**config.mk**
```make
export PLATFORM = sky130hd
export DESIGN_NAME = llc_lookup_way_pipe_flat
export DESIGN_NICKNAME = d
export VERILOG_FILES = /design/src/rtl/llc_lookup_way_pipe_if.sv /design/src/rtl/llc_lookup_way_pipe.sv /design/src/flat_wrapper.sv
export SDC_FILE = /design/constraint.sdc
export NUM_CORES = 1
export LEC_CHECK = 0
export BUFFER_PORTS_ARGS = -buffer_cell sky130_fd_sc_hd__buf_2
export CAP_MARGIN = 30
export CORE_MARGIN = 2
export CORE_UTILIZATION = 60
export DETAILED_ROUTE_END_ITERATION = 7
export PLACE_DENSITY = 0.88
export SLEW_MARGIN = 20
export SYNTH_ARGS = -nofsm -noshare
export SYNTH_HDL_FRONTEND = slang
export SYNTH_SLANG_ARGS = --single-unit
```
**constraint.sdc**
```tcl
create_clock -name clk -period 12 [get_ports clk]
set_clock_uncertainty 0.05 [all_clocks]
set_input_delay 2.4 -clock clk [delete_from_list [all_inputs] [get_ports clk]]
set_output_delay 2.4 -clock clk [all_outputs]
set_load 0.01 [all_outputs]
```
**src/rtl/llc_lookup_way_pipe_if.sv**
```systemverilog
`default_nettype none
// +--------------------------------------------------------------------------+
// | Module      : llc_lookup_way_pipe_if                                     |
// | Description : Bundle of the lookup-FIFO pop side and the proc-FIFO push  |
// |               side of the LLC way-lookup pipeline.                       |
// | Revision    : 1.0 - initial release                                      |
// +--------------------------------------------------------------------------+
// | Parameters : WAYS, WAY_BITS, TAG_BITS, STATE_BITS, ID_BITS               |
// | Modports   : master - the lookup pipe (pops, pushes, drives out_*)       |
// |              slave  - the surrounding FIFOs / environment                |
// | Signals    : fifo_empty_lookup, fifo_pop_lookup, in_tag, in_tags,        |
// |              in_states, in_evict_way, in_id, fifo_full_proc,             |
// |              fifo_push_proc, out_way, out_evict, out_hit, out_all_sd,    |
// |              out_id                                                      |
// +--------------------------------------------------------------------------+

`ifndef LLC_TAG_BITS
`define LLC_TAG_BITS 20
`endif

interface llc_lookup_way_pipe_if #(
  parameter int WAYS       = 16,
  parameter int WAY_BITS   = $clog2(WAYS),
  parameter int TAG_BITS   = `LLC_TAG_BITS,
  parameter int STATE_BITS = 3,
  parameter int ID_BITS    = 4
);
  // Lookup (mem-side) FIFO read port
  logic                                 fifo_empty_lookup;
  logic                                 fifo_pop_lookup;
  logic [TAG_BITS-1:0]                  in_tag;
  logic [WAYS-1:0][TAG_BITS-1:0]        in_tags;
  logic [WAYS-1:0][STATE_BITS-1:0]      in_states;
  logic [WAY_BITS-1:0]                  in_evict_way;
  logic [ID_BITS-1:0]                   in_id;

  // Proc FIFO write port
  logic                                 fifo_full_proc;
  logic                                 fifo_push_proc;
  logic [WAY_BITS-1:0]                  out_way;
  logic                                 out_evict;
  logic                                 out_hit;
  logic                                 out_all_sd;
  logic [ID_BITS-1:0]                   out_id;

  modport master (
    input  fifo_empty_lookup,
    output fifo_pop_lookup,
    input  in_tag,
    input  in_tags,
    input  in_states,
    input  in_evict_way,
    input  in_id,
    input  fifo_full_proc,
    output fifo_push_proc,
    output out_way,
    output out_evict,
    output out_hit,
    output out_all_sd,
    output out_id
  );

  modport slave (
    output fifo_empty_lookup,
    input  fifo_pop_lookup,
    output in_tag,
    output in_tags,
    output in_states,
    output in_evict_way,
    output in_id,
    output fifo_full_proc,
    input  fifo_push_proc,
    input  out_way,
    input  out_evict,
    input  out_hit,
    input  out_all_sd,
    input  out_id
  );
endinterface

`default_nettype wire

```
**src/rtl/llc_lookup_way_pipe.sv**
```systemverilog
`default_nettype none
// +--------------------------------------------------------------------------+
// | Module      : llc_lookup_way_pipe                                        |
// | Description : Two-stage LLC way-lookup pipeline. Pops one set-lookup     |
// |               packet per cycle, picks the target way (hit, then empty,   |
// |               then rotating eviction) and pushes the result in order     |
// |               to the proc FIFO under full backpressure.                  |
// | Revision    : 1.0 - initial release                                      |
// +--------------------------------------------------------------------------+
// | Optional feature macro : LLC_LOOKUP_STATS_EN                             |
// |   defined   -> adds stat_clr, stat_hits, stat_misses, stat_evicts and    |
// |                parameter CNT_BITS (saturating push statistics)           |
// |   undefined -> no statistics ports or counters                           |
// +--------------------------------------------------------------------------+
// | Ports                                                                    |
// |   clk    in   clock, all flops rising edge                                |
// |   rst    in   asynchronous reset, active low                              |
// |   bus    if   llc_lookup_way_pipe_if.master (pop side + push side)        |
// |   busy   out  any pipeline stage holds a packet                           |
// |   stat_clr / stat_hits / stat_misses / stat_evicts (stats build only)     |
// +--------------------------------------------------------------------------+

`ifndef LLC_TAG_BITS
`define LLC_TAG_BITS 20
`endif
`ifndef INVALID
`define INVALID 3'b000
`endif
`ifndef VALID
`define VALID 3'b001
`endif
`ifndef SD
`define SD 3'b110
`endif

module llc_lookup_way_pipe #(
  parameter int                    WAYS       = 16,
  parameter int                    WAY_BITS   = $clog2(WAYS),
  parameter int                    TAG_BITS   = `LLC_TAG_BITS,
  parameter int                    STATE_BITS = 3,
  parameter logic [STATE_BITS-1:0] ST_INVALID = `INVALID,
  parameter logic [STATE_BITS-1:0] ST_VALID   = `VALID,
  parameter logic [STATE_BITS-1:0] ST_SD      = `SD,
  parameter int                    ID_BITS    = 4
`ifdef LLC_LOOKUP_STATS_EN
  ,
  parameter int                    CNT_BITS   = 32
`endif
) (
  input  logic                clk,
  input  logic                rst,
  llc_lookup_way_pipe_if.master bus,
  output logic                busy
`ifdef LLC_LOOKUP_STATS_EN
  ,
  input  logic                stat_clr,
  output logic [CNT_BITS-1:0] stat_hits,
  output logic [CNT_BITS-1:0] stat_misses,
  output logic [CNT_BITS-1:0] stat_evicts
`endif
);

  // ------------------------------------------------------------------------
  // Handshake
  // ------------------------------------------------------------------------
  logic w_s1_ready;
  logic w_s2_ready;
  logic w_pop;
  logic w_push;

  logic r_s1_valid;
  logic r_s2_valid;

  // S2 can take a new packet if it is empty or its packet leaves this cycle;
  // S1 likewise chains off S2, so a full pipe still accepts while draining.
  assign w_s2_ready = !r_s2_valid || !bus.fifo_full_proc;
  assign w_s1_ready = !r_s1_valid || w_s2_ready;

  // rst gates the pop so the lookup FIFO is never consumed while the
  // pipeline flops are held in reset (they could not capture the packet).
  assign w_pop  = rst && !bus.fifo_empty_lookup && w_s1_ready;
  assign w_push = r_s2_valid && !bus.fifo_full_proc;

  assign bus.fifo_pop_lookup = w_pop;
  assign bus.fifo_push_proc  = w_push;
  assign busy                = r_s1_valid || r_s2_valid;

  // ------------------------------------------------------------------------
  // Stage 1: captured lookup packet
  // ------------------------------------------------------------------------
  logic [TAG_BITS-1:0]             r_s1_tag;
  logic [WAYS-1:0][TAG_BITS-1:0]   r_s1_tags;
  logic [WAYS-1:0][STATE_BITS-1:0] r_s1_states;
  logic [WAY_BITS-1:0]             r_s1_base;
  logic [ID_BITS-1:0]              r_s1_id;

  always_ff @(posedge clk or negedge rst) begin
    if (!rst) begin
      r_s1_valid  <= 1'b0;
      r_s1_tag    <= '0;
      r_s1_tags   <= '0;
      r_s1_states <= '0;
      r_s1_base   <= '0;
      r_s1_id     <= '0;
    end else if (w_s1_ready) begin
      r_s1_valid <= w_pop;
      if (w_pop) begin
        r_s1_tag    <= bus.in_tag;
        r_s1_tags   <= bus.in_tags;
        r_s1_states <= bus.in_states;
        r_s1_base   <= bus.in_evict_way;
        r_s1_id     <= bus.in_id;
      end
    end
  end

  // ------------------------------------------------------------------------
  // Way selection (combinational on the S1 packet)
  // ------------------------------------------------------------------------
  // Each priority class is scanned from the top index down so the last
  // assignment that sticks is the lowest index (or the first position in
  // rotation order for the eviction classes).
  logic                w_hit_found;
  logic [WAY_BITS-1:0] w_hit_way;
  logic                w_inv_found;
  logic [WAY_BITS-1:0] w_inv_way;
  logic                w_val_found;
  logic [WAY_BITS-1:0] w_val_way;
  logic                w_nsd_found;
  logic [WAY_BITS-1:0] w_nsd_way;
  logic [WAY_BITS-1:0] w_rot_idx;

  always_comb begin
    w_hit_found = 1'b0;
    w_hit_way   = '0;
    w_inv_found = 1'b0;
    w_inv_way   = '0;
    w_val_found = 1'b0;
    w_val_way   = '0;
    w_nsd_found = 1'b0;
    w_nsd_way   = '0;
    w_rot_idx   = '0;
    for (int i = WAYS - 1; i >= 0; i--) begin
      if ((r_s1_tags[i] == r_s1_tag) && (r_s1_states[i] != ST_INVALID)) begin
        w_hit_found = 1'b1;
        w_hit_way   = WAY_BITS'(i);
      end
      if (r_s1_states[i] == ST_INVALID) begin
        w_inv_found = 1'b1;
        w_inv_way   = WAY_BITS'(i);
      end
      // Rotation position i relative to the eviction base; the add wraps
      // naturally because WAYS is a power of two.
      w_rot_idx = WAY_BITS'(i) + r_s1_base;
      if (r_s1_states[w_rot_idx] == ST_VALID) begin
        w_val_found = 1'b1;
        w_val_way   = w_rot_idx;
      end
      if (r_s1_states[w_rot_idx] != ST_SD) begin
        w_nsd_found = 1'b1;
        w_nsd_way   = w_rot_idx;
      end
    end
  end

  logic [WAY_BITS-1:0] w_sel_way;
  logic                w_sel_evict;
  logic                w_sel_hit;
  logic                w_sel_all_sd;

  always_comb begin
    w_sel_way    = r_s1_base;
    w_sel_evict  = 1'b1;
    w_sel_hit    = 1'b0;
    w_sel_all_sd = 1'b0;
    if (w_hit_found) begin
      w_sel_way   = w_hit_way;
      w_sel_evict = 1'b0;
      w_sel_hit   = 1'b1;
    end else if (w_inv_found) begin
      w_sel_way   = w_inv_way;
      w_sel_evict = 1'b0;
    end else if (w_val_found) begin
      w_sel_way = w_val_way;
    end else if (w_nsd_found) begin
      w_sel_way = w_nsd_way;
    end else begin
      // Every way is SD: report the base way and let the caller stall.
      w_sel_all_sd = 1'b1;
    end
  end

  // ------------------------------------------------------------------------
  // Stage 2: result registers, held stable while the proc FIFO is full
  // ------------------------------------------------------------------------
  logic [WAY_BITS-1:0] r_out_way;
  logic                r_out_evict;
  logic                r_out_hit;
  logic                r_out_all_sd;
  logic [ID_BITS-1:0]  r_out_id;

  always_ff @(posedge clk or negedge rst) begin
    if (!rst) begin
      r_s2_valid   <= 1'b0;
      r_out_way    <= '0;
      r_out_evict  <= 1'b0;
      r_out_hit    <= 1'b0;
      r_out_all_sd <= 1'b0;
      r_out_id     <= '0;
    end else if (w_s2_ready) begin
      r_s2_valid <= r_s1_valid;
      if (r_s1_valid) begin
        r_out_way    <= w_sel_way;
        r_out_evict  <= w_sel_evict;
        r_out_hit    <= w_sel_hit;
        r_out_all_sd <= w_sel_all_sd;
        r_out_id     <= r_s1_id;
      end
    end
  end

  assign bus.out_way    = r_out_way;
  assign bus.out_evict  = r_out_evict;
  assign bus.out_hit    = r_out_hit;
  assign bus.out_all_sd = r_out_all_sd;
  assign bus.out_id     = r_out_id;

`ifdef LLC_LOOKUP_STATS_EN
  // ------------------------------------------------------------------------
  // Push statistics: saturating counters, synchronous clear beats a push
  // ------------------------------------------------------------------------
  localparam logic [CNT_BITS-1:0] c_cnt_one = CNT_BITS'(1);

  logic [CNT_BITS-1:0] r_stat_hits;
  logic [CNT_BITS-1:0] r_stat_misses;
  logic [CNT_BITS-1:0] r_stat_evicts;

  always_ff @(posedge clk or negedge rst) begin
    if (!rst) begin
      r_stat_hits   <= '0;
      r_stat_misses <= '0;
      r_stat_evicts <= '0;
    end else if (stat_clr) begin
      r_stat_hits   <= '0;
      r_stat_misses <= '0;
      r_stat_evicts <= '0;
    end else if (w_push) begin
      if (r_out_hit) begin
        if (r_stat_hits != '1) r_stat_hits <= r_stat_hits + c_cnt_one;
      end else begin
        if (r_stat_misses != '1) r_stat_misses <= r_stat_misses + c_cnt_one;
      end
      if (r_out_evict) begin
        if (r_stat_evicts != '1) r_stat_evicts <= r_stat_evicts + c_cnt_one;
      end
    end
  end

  assign stat_hits   = r_stat_hits;
  assign stat_misses = r_stat_misses;
  assign stat_evicts = r_stat_evicts;
`else
  // Statistics build option disabled: no counters, datapath unchanged.
`endif

endmodule

`default_nettype wire
```
**src/flat_wrapper.sv**
```systemverilog
// flat-port wrapper written by rule: the top's interface ports become plain ports
module llc_lookup_way_pipe_flat 
#(
  parameter int                    WAYS       = 16,
  parameter int                    WAY_BITS   = $clog2(WAYS),
  parameter int                    TAG_BITS   = `LLC_TAG_BITS,
  parameter int                    STATE_BITS = 3,
  parameter logic [STATE_BITS-1:0] ST_INVALID = `INVALID,
  parameter logic [STATE_BITS-1:0] ST_VALID   = `VALID,
  parameter logic [STATE_BITS-1:0] ST_SD      = `SD,
  parameter int                    ID_BITS    = 4

)
  (clk, rst, busy, bus_fifo_empty_lookup, bus_fifo_pop_lookup, bus_in_tag, bus_in_tags, bus_in_states, bus_in_evict_way, bus_in_id, bus_fifo_full_proc, bus_fifo_push_proc, bus_out_way, bus_out_evict, bus_out_hit, bus_out_all_sd, bus_out_id);
  llc_lookup_way_pipe_if #(.WAYS(WAYS), .WAY_BITS(WAY_BITS), .TAG_BITS(TAG_BITS), .STATE_BITS(STATE_BITS), .ID_BITS(ID_BITS)) bus_i ();
  input  logic clk;
  input  logic rst;
  output logic busy;
  input wire logic [$bits(bus_i.fifo_empty_lookup)-1:0] bus_fifo_empty_lookup;
  output wire logic [$bits(bus_i.fifo_pop_lookup)-1:0] bus_fifo_pop_lookup;
  input wire logic [$bits(bus_i.in_tag)-1:0] bus_in_tag;
  input wire logic [$bits(bus_i.in_tags)-1:0] bus_in_tags;
  input wire logic [$bits(bus_i.in_states)-1:0] bus_in_states;
  input wire logic [$bits(bus_i.in_evict_way)-1:0] bus_in_evict_way;
  input wire logic [$bits(bus_i.in_id)-1:0] bus_in_id;
  input wire logic [$bits(bus_i.fifo_full_proc)-1:0] bus_fifo_full_proc;
  output wire logic [$bits(bus_i.fifo_push_proc)-1:0] bus_fifo_push_proc;
  output wire logic [$bits(bus_i.out_way)-1:0] bus_out_way;
  output wire logic [$bits(bus_i.out_evict)-1:0] bus_out_evict;
  output wire logic [$bits(bus_i.out_hit)-1:0] bus_out_hit;
  output wire logic [$bits(bus_i.out_all_sd)-1:0] bus_out_all_sd;
  output wire logic [$bits(bus_i.out_id)-1:0] bus_out_id;
  assign bus_i.fifo_empty_lookup = bus_fifo_empty_lookup;
  assign bus_fifo_pop_lookup = bus_i.fifo_pop_lookup;
  assign bus_i.in_tag = bus_in_tag;
  assign bus_i.in_tags = bus_in_tags;
  assign bus_i.in_states = bus_in_states;
  assign bus_i.in_evict_way = bus_in_evict_way;
  assign bus_i.in_id = bus_in_id;
  assign bus_i.fifo_full_proc = bus_fifo_full_proc;
  assign bus_fifo_push_proc = bus_i.fifo_push_proc;
  assign bus_out_way = bus_i.out_way;
  assign bus_out_evict = bus_i.out_evict;
  assign bus_out_hit = bus_i.out_hit;
  assign bus_out_all_sd = bus_i.out_all_sd;
  assign bus_out_id = bus_i.out_id;
  llc_lookup_way_pipe #(.WAYS(WAYS), .WAY_BITS(WAY_BITS), .TAG_BITS(TAG_BITS), .STATE_BITS(STATE_BITS), .ST_INVALID(ST_INVALID), .ST_VALID(ST_VALID), .ST_SD(ST_SD), .ID_BITS(ID_BITS)) u_core (.clk(clk), .rst(rst), .bus(bus_i), .busy(busy));
endmodule
```
### After elaboration in Yosys (flattened, before gate mapping)

Cells that the tools add are included.

| operators by class | value |
|---|---|
| add/sub/neg operators | 15 |
| eq/ne operators | 48 |
| muxes and demuxes | 171 |
| reductions and logical operators | 60 |
| $lt $le $gt $ge | 16 |

Operators with widths:

| operator | number |
|---|---|
| equality test 20 bit | 16 |
| 2-to-1 mux 4 bit | 68 |
| binary-select mux 3 bit (select 4 bit) | 16 |
| less-than comparator 4 x 5 -> 1 bit (second input constant) | 16 |
| 2-to-1 mux 1 bit | 71 |
| equality test 3 x 1 -> 1 bit (second input constant) | 16 |
| zero test 3 bit | 16 |
| 2-to-1 mux 3 bit | 16 |
| inequality test 3 bit (second input constant) | 16 |
| nonzero test 3 bit | 16 |
| adder 4 bit (first input constant) | 8 |
| logical AND 1 bit | 19 |
| adder 3 x 4 -> 4 bit (first input constant) | 4 |
| adder 2 x 4 -> 4 bit (first input constant) | 2 |
| adder 1 x 4 -> 4 bit (first input constant) | 1 |
| zero test 1 bit | 4 |
| AND reduction 2 bit | 2 |
| logical OR 1 bit | 3 |

| storage, ports and cells | value |
|---|---|
| bits of input ports | 400 |
| logic and storage cells | 352 |
| register bits | 409 |
| output and inout bits | 14 |

### Logic depth before layout (Yosys ltp)

Gate-level depths: netlist of run 1.

| logic depth | value |
|---|---|
| depth after elaboration | 24 |
| mapped depth | 21 |
| depth with buffers taken out | 12 |

### Worst setup path before layout of run 1

No wires, ideal clock.

| path | value |
|---|---|
| kind | input to output |
| start point | input bus_fifo_empty_lookup |
| end point | output bus_fifo_pop_lookup |
| data required time | 9550 ps |
| buffers on the path | 3 |
| arrival | 3560 ps |
| stages | 5 |
| setup slack | 5990 ps |
| cells stage by stage | nand2b_1 > nor2b_1 > clkbuf_1 > clkbuf_1 > clkbuf_1 |

| between the ends | value |
|---|---|
| word-level cells in the longest chain between the ends | 3 |

RTL lines:

| element | RTL line | RTL |
|---|---|---|
| start: declaration | flat_wrapper.sv:19 | `input wire logic [$bits(bus_i.fifo_empty_lookup)-1:0] bus_fifo_empty_lookup;` |
| zero test 1 bit | llc_lookup_way_pipe.sv:81 | `assign w_pop = rst && !bus.fifo_empty_lookup && w_s1_ready;` |
| logical AND 1 bit (2 in series) | llc_lookup_way_pipe.sv:81 |  |
| end: declaration | flat_wrapper.sv:20 | `output wire logic [$bits(bus_i.fifo_pop_lookup)-1:0] bus_fifo_pop_lookup;` |

No other way between the ends.

### Final worst setup path of run 1

| path | value |
|---|---|
| start point | input rst |
| end point | output bus_fifo_pop_lookup |

| between the ends | value |
|---|---|
| word-level cells in the longest chain between the ends | 2 |

RTL lines:

| element | RTL line | RTL |
|---|---|---|
| start: declaration | flat_wrapper.sv:17 | `input logic rst;` |
| logical AND 1 bit (2 in series) | llc_lookup_way_pipe.sv:81 |  |

No other way between the ends.

==> impl_results.md, run 1 <==
* Outcome: finished, final reports clean
* XOR/XNOR share of the synthesized area at 0.117
* Core area at 41900 um2
* Setup crit end kind: output pin
* Period utilization at 0.496
* Synth Flop Type: dfrtp_1
* Clock buffer depth at 3
* Synth area leader: dfrtp_1
* Row count at 75
* Antenna violations before repair at 30
* Complex-gate fraction of the synthesized area at 0.0526
* Post-Synth Simple-Gate Area at 0.134
* Final Max Tran Viols at 0
* Final Util at 0.706
* Worst relative slew slack at 0.196
* Async set or reset register ratio after synthesis at 1.00
* Worst Tran Pin Value at 1.21 ns
* TritonCTS clock tree: built
* DR WL/cell at 29.4 um
* Area grow syn2layout at 16.3%
* DR vias/cell at 6.86
* Final HPWL DP at 66700 um
* Worst-Skew Late Latency at 0.58 ns
* Total track usage at 0.422
* CP required at 9.55 ns
* Clock sinks at 409
* Leak pwr at 12.3 nW
* Vias in the first global route at 22.3k
* FF/Latch Area at 10200 um2
* Final ANT Viol Nets at 0
* Die Span Y at 210 um
* Hold_buf cts at 0
* HP Class: reg -> reg
* Initial DRC Count at 2659
* Final Hold Viols at 0
* Post_cts resized at 0
* DRT Pass-1 Iters at 6
* Die width at 210 um
* Mux contribution to synthesized area at 0.264
* Sequential-to-total area share from yosys stat at 0.402
* DR vias at 21.8k
* Share of the synthesized area in the top cell type at 0.402
* Nets at 2996
* MaxCap Viol Count at 0
* Fmax at 168 MHz
* Syn Inst Count at 2206
* I/O pin total at 414
* Yosys warnings at 0
* Initial Util at 0.607
* Clock slew at reported path FFs at 0.06 ns
* Main combinational cell family by area after synthesis: multiplexers
* GP Congestion at 1.04
* Routed WL at 93700 um
* Multi-input logic area at 14500 um2
* R2R Path Start: u_core.r_s1_base[1]
* Worst reg-to-reg path cell count at 13
* Fraction of layout cells with a size suffix above 1 at 0.402
* Setup crit start: rst
* Setup TNS at 0 ns
* #FFs+latches synth at 409
* Max FO, Critical Path at 63
* Synth Area in Adders at 0.00344
* EDFF count, synth at 0
* Max H-tree Level at 2
* Post-CTS Setup Bufs at 0
* RSZ-0062 raised after global routing: false
* Pwr Density at 186 nW/um2
* Input/output buffers at 413
* Largest net degree at the start of global routing at 207
* Syn Nets at 2613
* CTS Buf Count at 43
* Die area at 44100 um2
* Peak VDD IR at 0.000124 V
* Reg-to-reg endpoint: u_core.bus.out_way[3]
* Clock root buffer master: clkbuf_16
* Critical path endpoint: bus_fifo_pop_lookup
* Worst path arrival time at 3.50 ns
* R2R setup slack at 6.37 ns
* Mapped Area at 25500 um2
* Final critical-path required period at 5.95 ns
* Grt total ovfl at 0
* Final setup fails at 0
* Startpoint Class: input port
* Critical path type: in -> out
* Number of distinct library cells after synthesis at 86
* Largest cells by area after synthesis: dfrtp_1 (40%), mux2_2 (18%), mux4_2 (6.3%)
* DRC viols at 0
* Mean Syn Cell Area at 11.5 um2
* First-pass GRT wire length at 138000 um
* Fillers at 2861
how the worst min path moves through the flow:
stage,from,cells past startpoint,slack [ns],end
floorplan,u_core.r_s1_id[0],2,0.38,u_core.bus.out_id[0]
finish,u_core.bus.out_id[0],2,0.43,u_core.bus.out_id[0]
global route,u_core.bus.out_id[2],2,0.45,u_core.bus.out_id[2]
CTS,u_core.bus.out_id[0],2,0.43,u_core.bus.out_id[0]
global placement,u_core.r_s1_id[2],2,0.40,u_core.bus.out_id[2]
detailed placement,u_core.r_s1_id[2],2,0.41,u_core.bus.out_id[2]
critical path, stage by stage:
cell and delay, ns:
buf_8 0.43, nand2b_1 0.21, nor2b_4 0.22, buf_2 0.16
synth_stat cells (all sizes together), types with 7 or more instances:
cell type,count
buf,37
a21oi,33
or3b,18
nor4,79
dfrtp,409
inv,21
nor3,62
xnor2,162
nand3,37
ha,7
a211oi,8
a211o,7
nor4bb,11
a31oi,15
nand4,65
mux4,75
a41oi,8
clkbuf,97
mux2,407
xor2,172
or4b,8
nand2,97
o21ai,44
and2,7
or3,14
and3,12
mux2i,41
and4b,8
nor2,61
or4,13
nand2b,26
o211ai,8
nand3b,13
nor2b,17
flip-flops by register name, indices dropped and copies added (netlist names):
signal and flops:
u_core.r_s1_tags 320, u_core.r_s1_states 48, u_core.r_s1_tag 20, u_core.bus.out_id 4, u_core.bus.out_way 4, u_core.r_s1_base 4, u_core.r_s1_id 4, u_core.bus.out_all_sd 1
u_core.bus.out_evict 1, u_core.bus.out_hit 1, u_core.r_s1_valid 1, u_core.r_s2_valid 1
cell type report:
class	instances	area share
Timing Repair Buffer	472	0.0895
Clock buffer	60	0.0406
Clock inverter	15	0.00516
Inverter	22	0.00279
Multi-Input combinational cell	1641	0.491
Sequential cell	409	0.346
Tap cell	539	0.0228
Antenna cell	26	0.00220
per-stage QoR:
stage	cell area [um2]	setup WS, ns	std cells	total power (W)	hold WS, ns
finish	29600	6.05	3184	0.00550	0.428
CTS	29400	6.08	3152	0.00540	0.429
floorplan	25500	5.99	2206	0.00336	0.385
global placement	28000	6.08	3074	0.00402	0.396
detailed placement	28000	6.08	3077	0.00408	0.413
global route	29600	5.95	3181	0.00571	0.449
kinds of logic after synthesis:
| group | count (synthesis) |
|---|---|
| AND/OR/NAND/NOR | 584 |
| multiplexers | 523 |
| flip-flops | 409 |
| XOR/XNOR | 334 |
| AO/OA/AOI/OAI | 193 |
| buffers and inverters | 156 |
| adder cells (fa/ha/maj) | 7 |
cells in the final DEF, fill, tap and decap left out, types with 18 or more instances in the layout:
cell and n:
nand2b_1 26, nand2_1 97, buf_2 415, xor2_1 171
buf_4 48, nor2_1 61, a21oi_1 32, nor3_1 62
nand3_1 37, mux4_2 71, clkbuf_16 45, or3b_2 18
nand4_1 65, mux2_2 400, mux2i_1 40, inv_1 19
dfrtp_1 407, xnor2_1 158, o21ai_0 41, nor4_1 79
diode_2 26
power by group:
part | switching [W] | internal, W
registers | 0.000304 | 0.00161
clock network | 0.000574 | 0.000747
logic | 0.00128 | 0.000980
total | 0.00216 | 0.00334
routing by layer:
layer | wire length, um | vias up | GRT usage | share of wire
met5 | 50 | - | 0 | 0.00053
met4 | 6240 | 8 | 0.258 | 0.067
met3 | 10500 | 436 | 0.110 | 0.11
met2 | 43100 | 1579 | 0.657 | 0.46
met1 | 33900 | 10800 | 0.532 | 0.36
li1 | - | 8988 | - | -
Note: power is estimated with default switching activity, not from simulation.
==> run 2, diff against run 1 <==
--- a/config.mk
+++ b/config.mk
@@ -8,9 +8,9 @@
 export BUFFER_PORTS_ARGS = -buffer_cell sky130_fd_sc_hd__buf_2
 export CAP_MARGIN = 30
 export CORE_MARGIN = 2
-export CORE_UTILIZATION = 60
+export CORE_UTILIZATION = 58
 export DETAILED_ROUTE_END_ITERATION = 7
-export PLACE_DENSITY = 0.88
+export PLACE_DENSITY = 0.86
 export SLEW_MARGIN = 20
 export SYNTH_ARGS = -nofsm -noshare
 export SYNTH_HDL_FRONTEND = slang
==> constraint.sdc (replaced) <==
create_clock -name clk -period 5.64 [get_ports clk]
set_clock_uncertainty 0.05 [all_clocks]
set_input_delay 1.128 -clock clk [delete_from_list [all_inputs] [get_ports clk]]
set_output_delay 1.128 -clock clk [all_outputs]
set_load 0.01 [all_outputs]
==> run 2 against run 1 <==
Effect of this change:
- total power rose by 120%
- wire length fell by 1.2%
- clock-buffer cell count rose by 6
- core utilization fell by 1.3 points
- via count fell by 0.62%
- cell area rose by 1.0%
- hold slack got worse by 0.051 ns
==> impl_results.md, run 2 (synthesis gave the netlist of run 1 again) <==
* Hold_buf cts at 0 (unchanged)
* Final HPWL DP at 67400 um (was 66700 um)
* Setup crit end kind: register (was output pin)
* Worst-Skew Late Latency at 0.59 ns (was 0.58 ns)
* Worst reg-to-reg path cell count at 12 (was 13)
* Leak pwr at 12.5 nW (was 12.3 nW)
* Cell with the most instances on the worst path: nor4_1
* DR vias at 21.7k (was 21.8k)
* Biggest register: u_core.r_s1_tags (unchanged)
* Startpoint Class: register (was input port)
* Fmax at 207 MHz
* Clock slew at reported path FFs at 0.06 ns (about the same)
* Delay of the slowest critical-path stage at 0.83 ns (was 0.43 ns)
* Worst path arrival time at 5.28 ns (was 3.50 ns)
* Clock sinks at 409 (unchanged)
* Max H-tree Level at 2 (unchanged)
* Largest register FFs at 320 (unchanged)
* GP Congestion at 1.08 (was 1.04)
* I/O pin total at 414 (unchanged)
* Largest net degree at the start of global routing at 187 (was 207)
* Final WS setup at 0.807 ns (was 6.05 ns)
* Peak VDD IR at 0.000284 V (was 0.000124 V)
* Row count at 76 (was 75)
* Initial Util at 0.590 (was 0.607)
* Area grow syn2layout at 17.5% (was 16.3%)
* CP top delay family: multiplexers (was buffers and inverters)
* Final Hold Viols at 0 (unchanged)
* Buf/Inv on CP at 1 (was 2)
* Input/output buffers at 413 (unchanged)
* Die Span Y at 213 um (was 210 um)
* Final Max Tran Viols at 0 (unchanged)
* Die area at 45600 um2 (was 44100 um2)
* Clock buffer depth at 3 (unchanged)
* CP required at 6.08 ns (was 9.55 ns)
* Worst Tran Pin Value at 1.16 ns (was 1.21 ns)
* Antenna violations before repair at 33 (was 30)
* MaxCap Viol Count at 0 (unchanged)
* DRC viols at 0 (unchanged)
* Grt total ovfl at 0 (unchanged)
* Total track usage at 0.407 (was 0.422)
* Fillers at 3063 (was 2861)
* Slowest CP cell: ha_1 (was buf_8)
* First-pass GRT wire length at 137000 um (was 138000 um)
* Nets at 3014 (was 2996)
* Most frequent cells in the layout: buf_2 (415), dfrtp_1 (406), mux2_2 (400) (was buf_2 (415), dfrtp_1 (407), mux2_2 (400))
* R2R setup slack at 0.81 ns (was 6.37 ns)
* Crit-path cells: inv_1 > ha_1 > mux2_1 > mux4_2 > mux2_2 > or3_1 > a311o_1 > a2111o_1 > o211a_1 > nor4_1 > nor4_1 > o21ai_1 (was buf_8 > nand2b_1 > nor2b_4 > buf_2)
* R2R Path Start: u_core.r_s1_base[0] (was u_core.r_s1_base[1])
* Final ANT Viol Nets at 0 (unchanged)
* Multi-input logic area at 14500 um2 (about the same)
* Final critical-path required period at 4.83 ns
* Max FO, Critical Path at 16 (was 63)
* Vias in the first global route at 22.2k (was 22.3k)
* RSZ-0062 raised after global routing: false (unchanged)
* Core area at 43200 um2 (was 41900 um2)
* Critical path type: reg -> reg (was in -> out)
* Clock root buffer master: clkbuf_16 (unchanged)
* DR vias/cell at 6.67 (was 6.86)
* Tot Pwr at 0.0118 W (was 0.00550 W)
* Post_cts resized at 0 (unchanged)
* Routed WL at 92600 um (was 93700 um)
* CTS Buf Count at 44 (was 43)
* Final setup fails at 0 (unchanged)
* HP Class: in -> async (was reg -> reg)
* Top flop regs: u_core.r_s1_tags: 320 flops, u_core.r_s1_states: 48 flops, u_core.r_s1_tag: 20 flops (unchanged)
* Pwr Density at 396 nW/um2 (was 186 nW/um2)
* Outcome: finished, final reports clean (unchanged)
* Reg-to-reg endpoint: u_core.bus.out_way[3] (unchanged)
* TritonCTS clock tree: built (unchanged)
* DR WL/cell at 28.5 um (was 29.4 um)
* Post-CTS Setup Bufs at 0 (unchanged)
* Initial DRC Count at 2727 (was 2659)
* DP Worst Slack at 0.909 ns (was 6.08 ns)
* Die width at 213 um (was 210 um)
* Setup TNS at 0 ns (unchanged)
* Fraction of layout cells with a size suffix above 1 at 0.409 (was 0.402)
* Period utilization at 0.857
* FF/Latch Area at 10200 um2 (about the same)
* DRT Pass-1 Iters at 6 (unchanged)
* Commonest non-fill, non-tap cell in the layout: buf_2 (unchanged)
* Worst relative slew slack at 0.225 (was 0.196)
==> run 2: cell count changes in the layout (fill, tap and decap cells not counted), moves of 2 or more <==
cell / delta
buf_4: +15
clkinvlp_4: +3
clkinv_2: -4
buf_8: +2
clkbuf_8: +13
clkbuf_1: -6
diode_2: +4
==> run 2: layout make-up <==
cell class / instances / area share
diodes: 30 / 0.00251
clock buffers: 66 / 0.0446
clock inverters: 12 / 0.00414
inverters: 22 / 0.00276
multi-input cells: 1641 / 0.486
flip-flops and latches: 409 / 0.342
well taps: 585 / 0.0245
repair buffers: 489 / 0.0931
==> run 2: worst max path at each step <==
stage / from / endpoint / cells after the start
after floorplan: u_core.r_s1_base[1] / u_core.bus.out_way[2] / 19
after global placement: u_core.r_s1_base[2] / u_core.bus.out_way[2] / 11
after detailed placement: u_core.r_s1_base[0] / u_core.bus.out_way[1] / 12
after CTS: u_core.r_s1_base[0] / u_core.bus.out_way[3] / 12
after global routing: u_core.r_s1_base[0] / u_core.bus.out_way[3] / 12
final: u_core.r_s1_base[0] / u_core.bus.out_way[3] / 12
==> run 2: power breakdown <==
group          internal (W)  switching (W)  leakage, nW
Combinational       0.00212        0.00265         6.94
Clock               0.00168        0.00124        0.708
Sequential          0.00343       0.000717         4.81
==> run 2: stage by stage <==
stage,cell area (um2),cells,hold slack (ns),utilization
6_report,29900,3254,0.377,0.693
3_5_place_dp,28300,3141,0.403,0.655
3_3_place_gp,28200,3136,0.398,0.653
4_1_cts,29800,3219,0.388,0.689
2_1_floorplan,25500,2206,0.385,-
5_1_grt,29900,3243,0.411,0.692
==> run 2: worst reg2reg max path: cells and delay by family (launching register included) <==
kind,cells,cell delay (ns)
buffers and inverters,1,0.06
and+or+nand+nor,3,0.97
AOI/OAI and AO/OA,4,1.20
muxes,3,1.25
adders and majority gates,1,0.83
DFF,1,0.38
==> run 2: per-layer routing <==
metal	vias up	part of all wire	track usage
met4	16	0.072	0.234
met1	10600	0.36	0.503
met5	-	0.00095	0
met2	1513	0.45	0.639
met3	474	0.12	0.120
li1	9039	-	-
